### src/rtl/controle_multiciclo.sv
// Multicycle MIPS main control FSM.
// Sequences fetch, decode, execute, memory access and writeback, and drives
// the datapath selects, write enables and the 4-bit ALU operation code
// (0 AND, 1 OR, 2 ADD, 3 SUB, 4 SLT, 5 NOR).
// Ports:
//   clock, reset (async, active-low)          - clock and reset
//   opcode, funct                             - instruction fields from the IR
//   zero                                      - ALU zero flag, resolves beq
//   unidadeControle                           - ALU operation code
//   escrevePC, pcFonte, IouD, leMem,
//   escreveMem, escreveIR, memParaReg,
//   regDst, escreveReg, aluSrcA, aluSrcB      - datapath controls
//   estado                                    - current state (debug)
//   invalida                                  - sticky illegal-instruction flag
//   contaInstrucoes                           - retired-instruction counter
module controle_multiciclo #(
  parameter int unsigned LARGURA_CONTADOR = 32
) (
  input  logic                        clock,
  input  logic                        reset,
  input  logic [5:0]                  opcode,
  input  logic [5:0]                  funct,
  input  logic                        zero,
  output logic [3:0]                  unidadeControle,
  output logic                        escrevePC,
  output logic [1:0]                  pcFonte,
  output logic                        IouD,
  output logic                        leMem,
  output logic                        escreveMem,
  output logic                        escreveIR,
  output logic                        memParaReg,
  output logic                        regDst,
  output logic                        escreveReg,
  output logic                        aluSrcA,
  output logic [1:0]                  aluSrcB,
  output logic [3:0]                  estado,
  output logic                        invalida,
  output logic [LARGURA_CONTADOR-1:0] contaInstrucoes
);

  typedef enum logic [3:0] {
    StBusca  = 4'd0,
    StDecod  = 4'd1,
    StEndMem = 4'd2,
    StLeMem  = 4'd3,
    StEscrLw = 4'd4,
    StEscrSw = 4'd5,
    StExecR  = 4'd6,
    StEscrR  = 4'd7,
    StDesvio = 4'd8,
    StSalto  = 4'd9,
    StExecI  = 4'd10,
    StEscrI  = 4'd11,
    StErro   = 4'd12,
    StInicio = 4'd15
  } estado_e;

  localparam logic [5:0] OpR    = 6'h00;
  localparam logic [5:0] OpLw   = 6'h23;
  localparam logic [5:0] OpSw   = 6'h2B;
  localparam logic [5:0] OpBeq  = 6'h04;
  localparam logic [5:0] OpJ    = 6'h02;
  localparam logic [5:0] OpAddi = 6'h08;

  estado_e                     estado_q, estado_d;
  logic                        invalida_q;
  logic [LARGURA_CONTADOR-1:0] conta_q, conta_d;
  logic [3:0]                  alu_funct;
  logic                        funct_ok;
  logic                        retira;

  // R-type funct decode; unknown functs still present ADD to the ALU.
  always_comb begin
    alu_funct = 4'd2;
    funct_ok  = 1'b1;
    case (funct)
      6'h20:   alu_funct = 4'd2;
      6'h22:   alu_funct = 4'd3;
      6'h24:   alu_funct = 4'd0;
      6'h25:   alu_funct = 4'd1;
      6'h2A:   alu_funct = 4'd4;
      6'h27:   alu_funct = 4'd5;
      default: funct_ok  = 1'b0;
    endcase
  end

  // Every final state of an instruction returns to BUSCA, so leaving one retires it.
  always_comb begin
    retira  = (estado_q == StEscrR)  || (estado_q == StEscrLw) || (estado_q == StEscrSw) ||
              (estado_q == StDesvio) || (estado_q == StSalto)  || (estado_q == StEscrI);
    conta_d = retira ? conta_q + LARGURA_CONTADOR'(1) : conta_q;
  end

  always_ff @(posedge clock or negedge reset) begin
    if (!reset) begin
      estado_q   <= StInicio;
      conta_q    <= '0;
      invalida_q <= 1'b0;
    end else begin
      estado_q   <= estado_d;
      conta_q    <= conta_d;
      invalida_q <= invalida_q | (estado_d == StErro);
    end
  end

  always_comb begin
    estado_d = StBusca;
    case (estado_q)
      StInicio: estado_d = StBusca;
      StBusca:  estado_d = StDecod;
      StDecod: begin
        case (opcode)
          OpR:         estado_d = StExecR;
          OpLw, OpSw:  estado_d = StEndMem;
          OpBeq:       estado_d = StDesvio;
          OpJ:         estado_d = StSalto;
          OpAddi:      estado_d = StExecI;
          default:     estado_d = StErro;
        endcase
      end
      StExecR:  estado_d = funct_ok ? StEscrR : StErro;
      // Opcode is required stable; a change here is treated as illegal.
      StEndMem: estado_d = (opcode == OpLw) ? StLeMem :
                           (opcode == OpSw) ? StEscrSw : StErro;
      StLeMem:  estado_d = StEscrLw;
      StExecI:  estado_d = StEscrI;
      StErro:   estado_d = StErro;
      default:  estado_d = StBusca;  // final states and unused encodings
    endcase
  end

  always_comb begin
    unidadeControle = 4'd0;
    escrevePC       = 1'b0;
    pcFonte         = 2'd0;
    IouD            = 1'b0;
    leMem           = 1'b0;
    escreveMem      = 1'b0;
    escreveIR       = 1'b0;
    memParaReg      = 1'b0;
    regDst          = 1'b0;
    escreveReg      = 1'b0;
    aluSrcA         = 1'b0;
    aluSrcB         = 2'd0;
    case (estado_q)
      StBusca: begin
        leMem           = 1'b1;
        escreveIR       = 1'b1;
        aluSrcB         = 2'd1;
        unidadeControle = 4'd2;
        escrevePC       = 1'b1;
      end
      StDecod: begin
        aluSrcB         = 2'd3;
        unidadeControle = 4'd2;
      end
      StExecR: begin
        aluSrcA         = 1'b1;
        unidadeControle = alu_funct;
      end
      StEscrR: begin
        regDst     = 1'b1;
        escreveReg = 1'b1;
      end
      StEndMem, StExecI: begin
        aluSrcA         = 1'b1;
        aluSrcB         = 2'd2;
        unidadeControle = 4'd2;
      end
      StLeMem: begin
        leMem = 1'b1;
        IouD  = 1'b1;
      end
      StEscrLw: begin
        memParaReg = 1'b1;
        escreveReg = 1'b1;
      end
      StEscrSw: begin
        escreveMem = 1'b1;
        IouD       = 1'b1;
      end
      StDesvio: begin
        aluSrcA         = 1'b1;
        unidadeControle = 4'd3;
        pcFonte         = 2'd1;
        escrevePC       = zero;
      end
      StSalto: begin
        pcFonte   = 2'd2;
        escrevePC = 1'b1;
      end
      StEscrI: escreveReg = 1'b1;
      default: ;
    endcase
  end

  assign estado          = estado_q;
  assign invalida        = invalida_q;
  assign contaInstrucoes = conta_q;

endmodule

### config.mk
export PLATFORM = sky130hd
export DESIGN_NAME = controle_multiciclo
export DESIGN_NICKNAME = d
export VERILOG_FILES = /design/src/rtl/controle_multiciclo.sv
export SDC_FILE = /design/constraint.sdc
export NUM_CORES = 1
export LEC_CHECK = 0
export ABC_AREA = 1
export BUFFER_PORTS_ARGS = -buffer_cell sky130_fd_sc_hd__buf_2
export CORE_MARGIN = 10
export CORE_UTILIZATION = 45
export DETAILED_ROUTE_END_ITERATION = 12
export GPL_TIMING_DRIVEN = 1
export PLACE_DENSITY_LB_ADDON = 0.12
export SYNTH_ARGS = -nofsm -noshare
export SYNTH_HDL_FRONTEND = slang
export SYNTH_SLANG_ARGS = --single-unit
### constraint.sdc
create_clock -name clock -period 1.7 [get_ports clock]
set_input_delay 0.085 -clock clock [delete_from_list [all_inputs] [get_ports clock]]
set_output_delay 0.085 -clock clock [all_outputs]
set_load 0.03 [all_outputs]
## After elaboration in Yosys (flattened, before gate mapping)

Index checks and enable logic that the tools add are counted.
Widths: inputs -> output; s select.

- Reductions and logical operators: 16
- Bitwise operators: 1
- Eq/ne operators: 24
- Add/sub/neg operators: 1
- Multiplexer cells: 19

Operators by type and width:

| cell | number |
|---|---|
| $eq 6x6->1 const B | 8 |
| $add 32x1->32 const B | 1 |
| $pmux 4 s7 | 1 |
| $eq 4x4->1 const B | 6 |
| $pmux 4 s5 | 1 |
| $eq 4x3->1 const B | 4 |
| $pmux 3 s5 | 1 |
| $mux 4 | 3 |
| $pmux 4 s3 | 1 |
| $reduce_or 2->1 | 5 |
| $mux 1 | 9 |
| $eq 4x2->1 const B | 2 |
| $reduce_or 4->1 | 2 |
| $eq 6x2->1 const B | 1 |
| $eq 6x3->1 const B | 1 |
| $eq 6x4->1 const B | 1 |
| $logic_not 6->1 | 1 |
| $pmux 2 s3 | 1 |
| $reduce_or 6->1 | 1 |
| $logic_or 1x1->1 | 5 |
| $eq 4x1->1 const B | 1 |
| $logic_not 4->1 | 1 |
| $pmux 2 s2 | 1 |
| $reduce_or 3->1 | 1 |
| other kinds (2) | 2 |

- Output and inout bits: 54
- Logic and storage cells: 64
- Register bits after elaboration: 37

## Depth between registers and ports, before layout

- Depth after elaboration: 7
- Mapped depth: 11
- Depth with buffers taken out: 11

## Worst setup path after synthesis

No wires, ideal clock.

- Kind: register to output
- Start point: reg estado_q[1], in the netlist estado[1]
- End point: out unidadeControle[0]
- Required time: 1.615 ns
- Data arrival time: 1.787 ns
- Path buffers: 0
- Slack: -0.172 ns
- Stages on the path, launching flop included: 5
- Cell sequence: dfstp_2 > nand2_1 > nor2_1 > inv_1 > o21ai_0

- Cells in the longest elaborated chain, start to end: 3

RTL lines:

| item | RTL line | source |
|---|---|---|
| start: declaration | 65 | `estado_e estado_q, estado_d;` |
| start signal: assignment | 96 | `estado_q <= StInicio;` |
| start signal: assignment | 100 | `estado_q <= estado_d;` |
| $eq 4x2->1, or another cell as far along | 145 | `case (estado_q)` |
| $reduce_or 4->1 (no source line) | - |  |
| $pmux 4 s3 * | 145 |  |
| end: declaration | 24 | `output logic [3:0] unidadeControle,` |

Every way passes the cells marked *; elsewhere a longest branch is shown, timed or not.

## Final worst setup path

- Start point: reg estado_q[2], in the netlist estado[2]
- End point: out escrevePC

- Cells in the longest elaborated chain, start to end: 3

RTL lines:

| item | RTL line | source |
|---|---|---|
| $eq 4x4->1 or $logic_not 4->1 (tied branches) | 145 |  |
| $reduce_or 2->1 (no source line) | - |  |
| $pmux 1 s2 * | 145 |  |
| end: declaration | 25 | `output logic escrevePC,` |

Marked as above.

==> impl_metrics.toml <==
[run_status]
outcome = "completed"

[setup_path]
crit_top_cell = "buf_4"
critical_path.max_stage_delay_ps = 570
crit_fanout = 4
crit_path_cell_trace = "inv_2 -> nand2_1 -> buf_4 -> nor2_2 -> a21oi_1 -> o21ai_1 -> buf_4"
end_kind = "output port"
worst-setup-path-type = "reg -> out"
critPathSlowestCell = "dfstp_2"
arrival_ps = 1540
worst_setup_path_start_kind = "flip-flop"
r2r_setup_slack_ps = 120
cp.required_ps = 1620

[drt]
vias = 2516
drtAntennaViolNets = 0
viasPerCell = 4.83
drtPass1Iterations = 4
drc_errors = 0
drt-wirelength-per-cell_microns = 13.1
drt-initial-drc-count = 124
routed_wl_mm = 6.80

[yosys]
synthXorXnorAreaFrac = 0.0779
syn_inst = 363
yosysWarnings = 0
synthesis.nets = 379
synth_simple_gate_area_frac = 0.414
synth_fa_ha_area_frac = 0.00506
synth_top_family_by_area = "simple AND/OR/NAND/NOR gates"
synth.area.mux_share = 0
synth.avg_cell_area_sq_um = 6.82
synth_compound_area_frac = 0.0374
ys_ff_latch = 37
yosysSeqAreaShare = 0.376
synth_area_sq_um = 2470
yosysUniqueCellTypes = 28

[floorplanning]
ioPinCount = 69
core_area_sq_um = 5200
dieArea_sq_um = 8870
rows = 26
die_x_microns = 94.2
initial_core_util = 0.475
die_h_microns = 94.2

[sta]
slew_violations = 0
finalClockSkew_ps = 10.1
setup_viol = 0
period_needed_ps = 1630
hold_slack_ps = 101
fin_crit_sh = 0.957
finalHoldViolCount = 0
rsz0062_at_grt = "true"
fin_setup_tns_ps = 0
fmax_ghz = 0.615

[layout]
diodes = 0
multi_input_area_sq_um = 1400
fillers = 505
mostFrequentLayoutCells = "nand2_1, buf_2, nor2_1, inv_1, dfrtp_1"
final_common_cell = "nand2_1"
finalNonFillerCells = 521
nets = 466
area_delta_synth_final_pct = 29.1
regArea_sq_um = 931
layout-drive-gt1-share = 0.271
utilization = 0.614

[placed_design]
gp_congestion = 0.888
dp_hpwl_mm = 5.67
dp.cells = 510
placement.io_buffers = 67

[global_route]
grt_pass1_vias = 2384
antenna_found_initial = 0
grt_pass1_wl_mm = 11.2
grt_overflow_total = 0
track_usage = 0.155
grt_max_degree = 20

[run]
maxCapViolations = 0

[power]
powerDensity_nw_per_um2 = 1100
p_leak_nw = 1.74
ir_drop_mv = 0.674
power_mw = 3.52

[clocking]
cts_root_buf = "clkbuf_8"
cts.reportedPaths.clkPinSlew_ps = 60
cts_buffer_depth = 2
clk_latency_ps = 290
cts.sink_count = 37
numCtsBuffers = 5
cts_tree = "done"
cts-htree-levels = 2

[min_path]
hp-class = "in -> reg"
## cell families (layout without fill, tap and decap cells)
kind of cell,Yosys count,in the layout
other,1,1
AO/OA/AOI/OAI,18,18
flip-flops,37,37
buffers and inverters,55,143
XOR/XNOR,22,22
AND/OR/NAND/NOR,229,229
adder cells (fa/ha/maj),1,1
## Yosys cell counts, drive strengths merged
cell / instances / area (sq um)
a21oi: 9 / 45.0
nand3: 24 / 120
a31oi: 1 / 6.26
nand4: 7 / 43.8
xor2: 16 / 140
dfrtp: 33 / 826
and3: 1 / 6.26
o21ai: 7 / 35.0
inv: 53 / 199
buf: 2 / 18.8
nor3: 14 / 80.1
nor2: 64 / 287
xnor2: 6 / 52.6
dfstp: 4 / 105
nand3b: 4 / 33.8
nand2: 115 / 454
o22ai: 1 / 6.26
ha: 1 / 12.5
conb: 1 / 3.75
## report_power, final
part	internal (mW)	switching, mW
logic	0.525	1.25
registers	1.01	0.114
clock network	0.331	0.297
## sequential cells by signal, summed over array words and instances, names as in the netlist
name             flops
contaInstrucoes     32
invalida             1
estado               4
## path summary, 6_finish.rpt
| check | startpoint | endpoint | depth (start not counted) |
|---|---|---|---|
| max | estado[2] | escrevePC | 7 |
| min | opcode[3] | estado[1] | 4 |
| max reg2reg | estado[2] | contaInstrucoes[16] | 8 |
| min reg2reg | invalida | invalida | 2 |
| max in group asynchronous | reset | contaInstrucoes[8] | 3 |
| min in group asynchronous | reset | contaInstrucoes[2] | 2 |
## metal layers
layer | GRT usage | part of all wire
met3 | 0.0448 | 0.081
met2 | 0.240 | 0.45
met1 | 0.206 | 0.46
met5 | 0 | 0
met4 | 0.0405 | 0.0088
## critical path: cells and delay by family, from the launching register on
kind	cells	cell delay (ps)
flip-flops	1	570
buffers and inverters	3	380
AND/OR/NAND/NOR	2	150
AO/OA/AOI/OAI	2	170
## metrics by stage
step | worst slack [ps] | instance area, sq um
2_1_floorplan | 3.20 | 2480
3_3_place_gp | 123 | 2990
3_5_place_dp | 36.5 | 2990
4_1_cts | 8.02 | 3130
5_1_grt | -55.6 | 3190
6_report | 72.7 | 3190
## cell type report
cell class | count | share of cell area
multi-input combinational | 271 | 0.437
timing repair buffer | 82 | 0.152
inverter | 53 | 0.0638
clock buffer | 8 | 0.0282
tap | 70 | 0.0274
sequential | 37 | 0.291
## repair_timing
| action | CTS | global route |
|---|---|---|
| cloned | 0 | 0 |
| resized for setup | 10 | 20 |
| hold buffers | 1 | 0 |
| pin swaps | 0 | 5 |
| endpoints found under the setup margin | 4 | 14 |
| hold endpoints to repair | 14 | 0 |
| setup buffers | 2 | 0 |
Power figures use the tool's default switching activity.
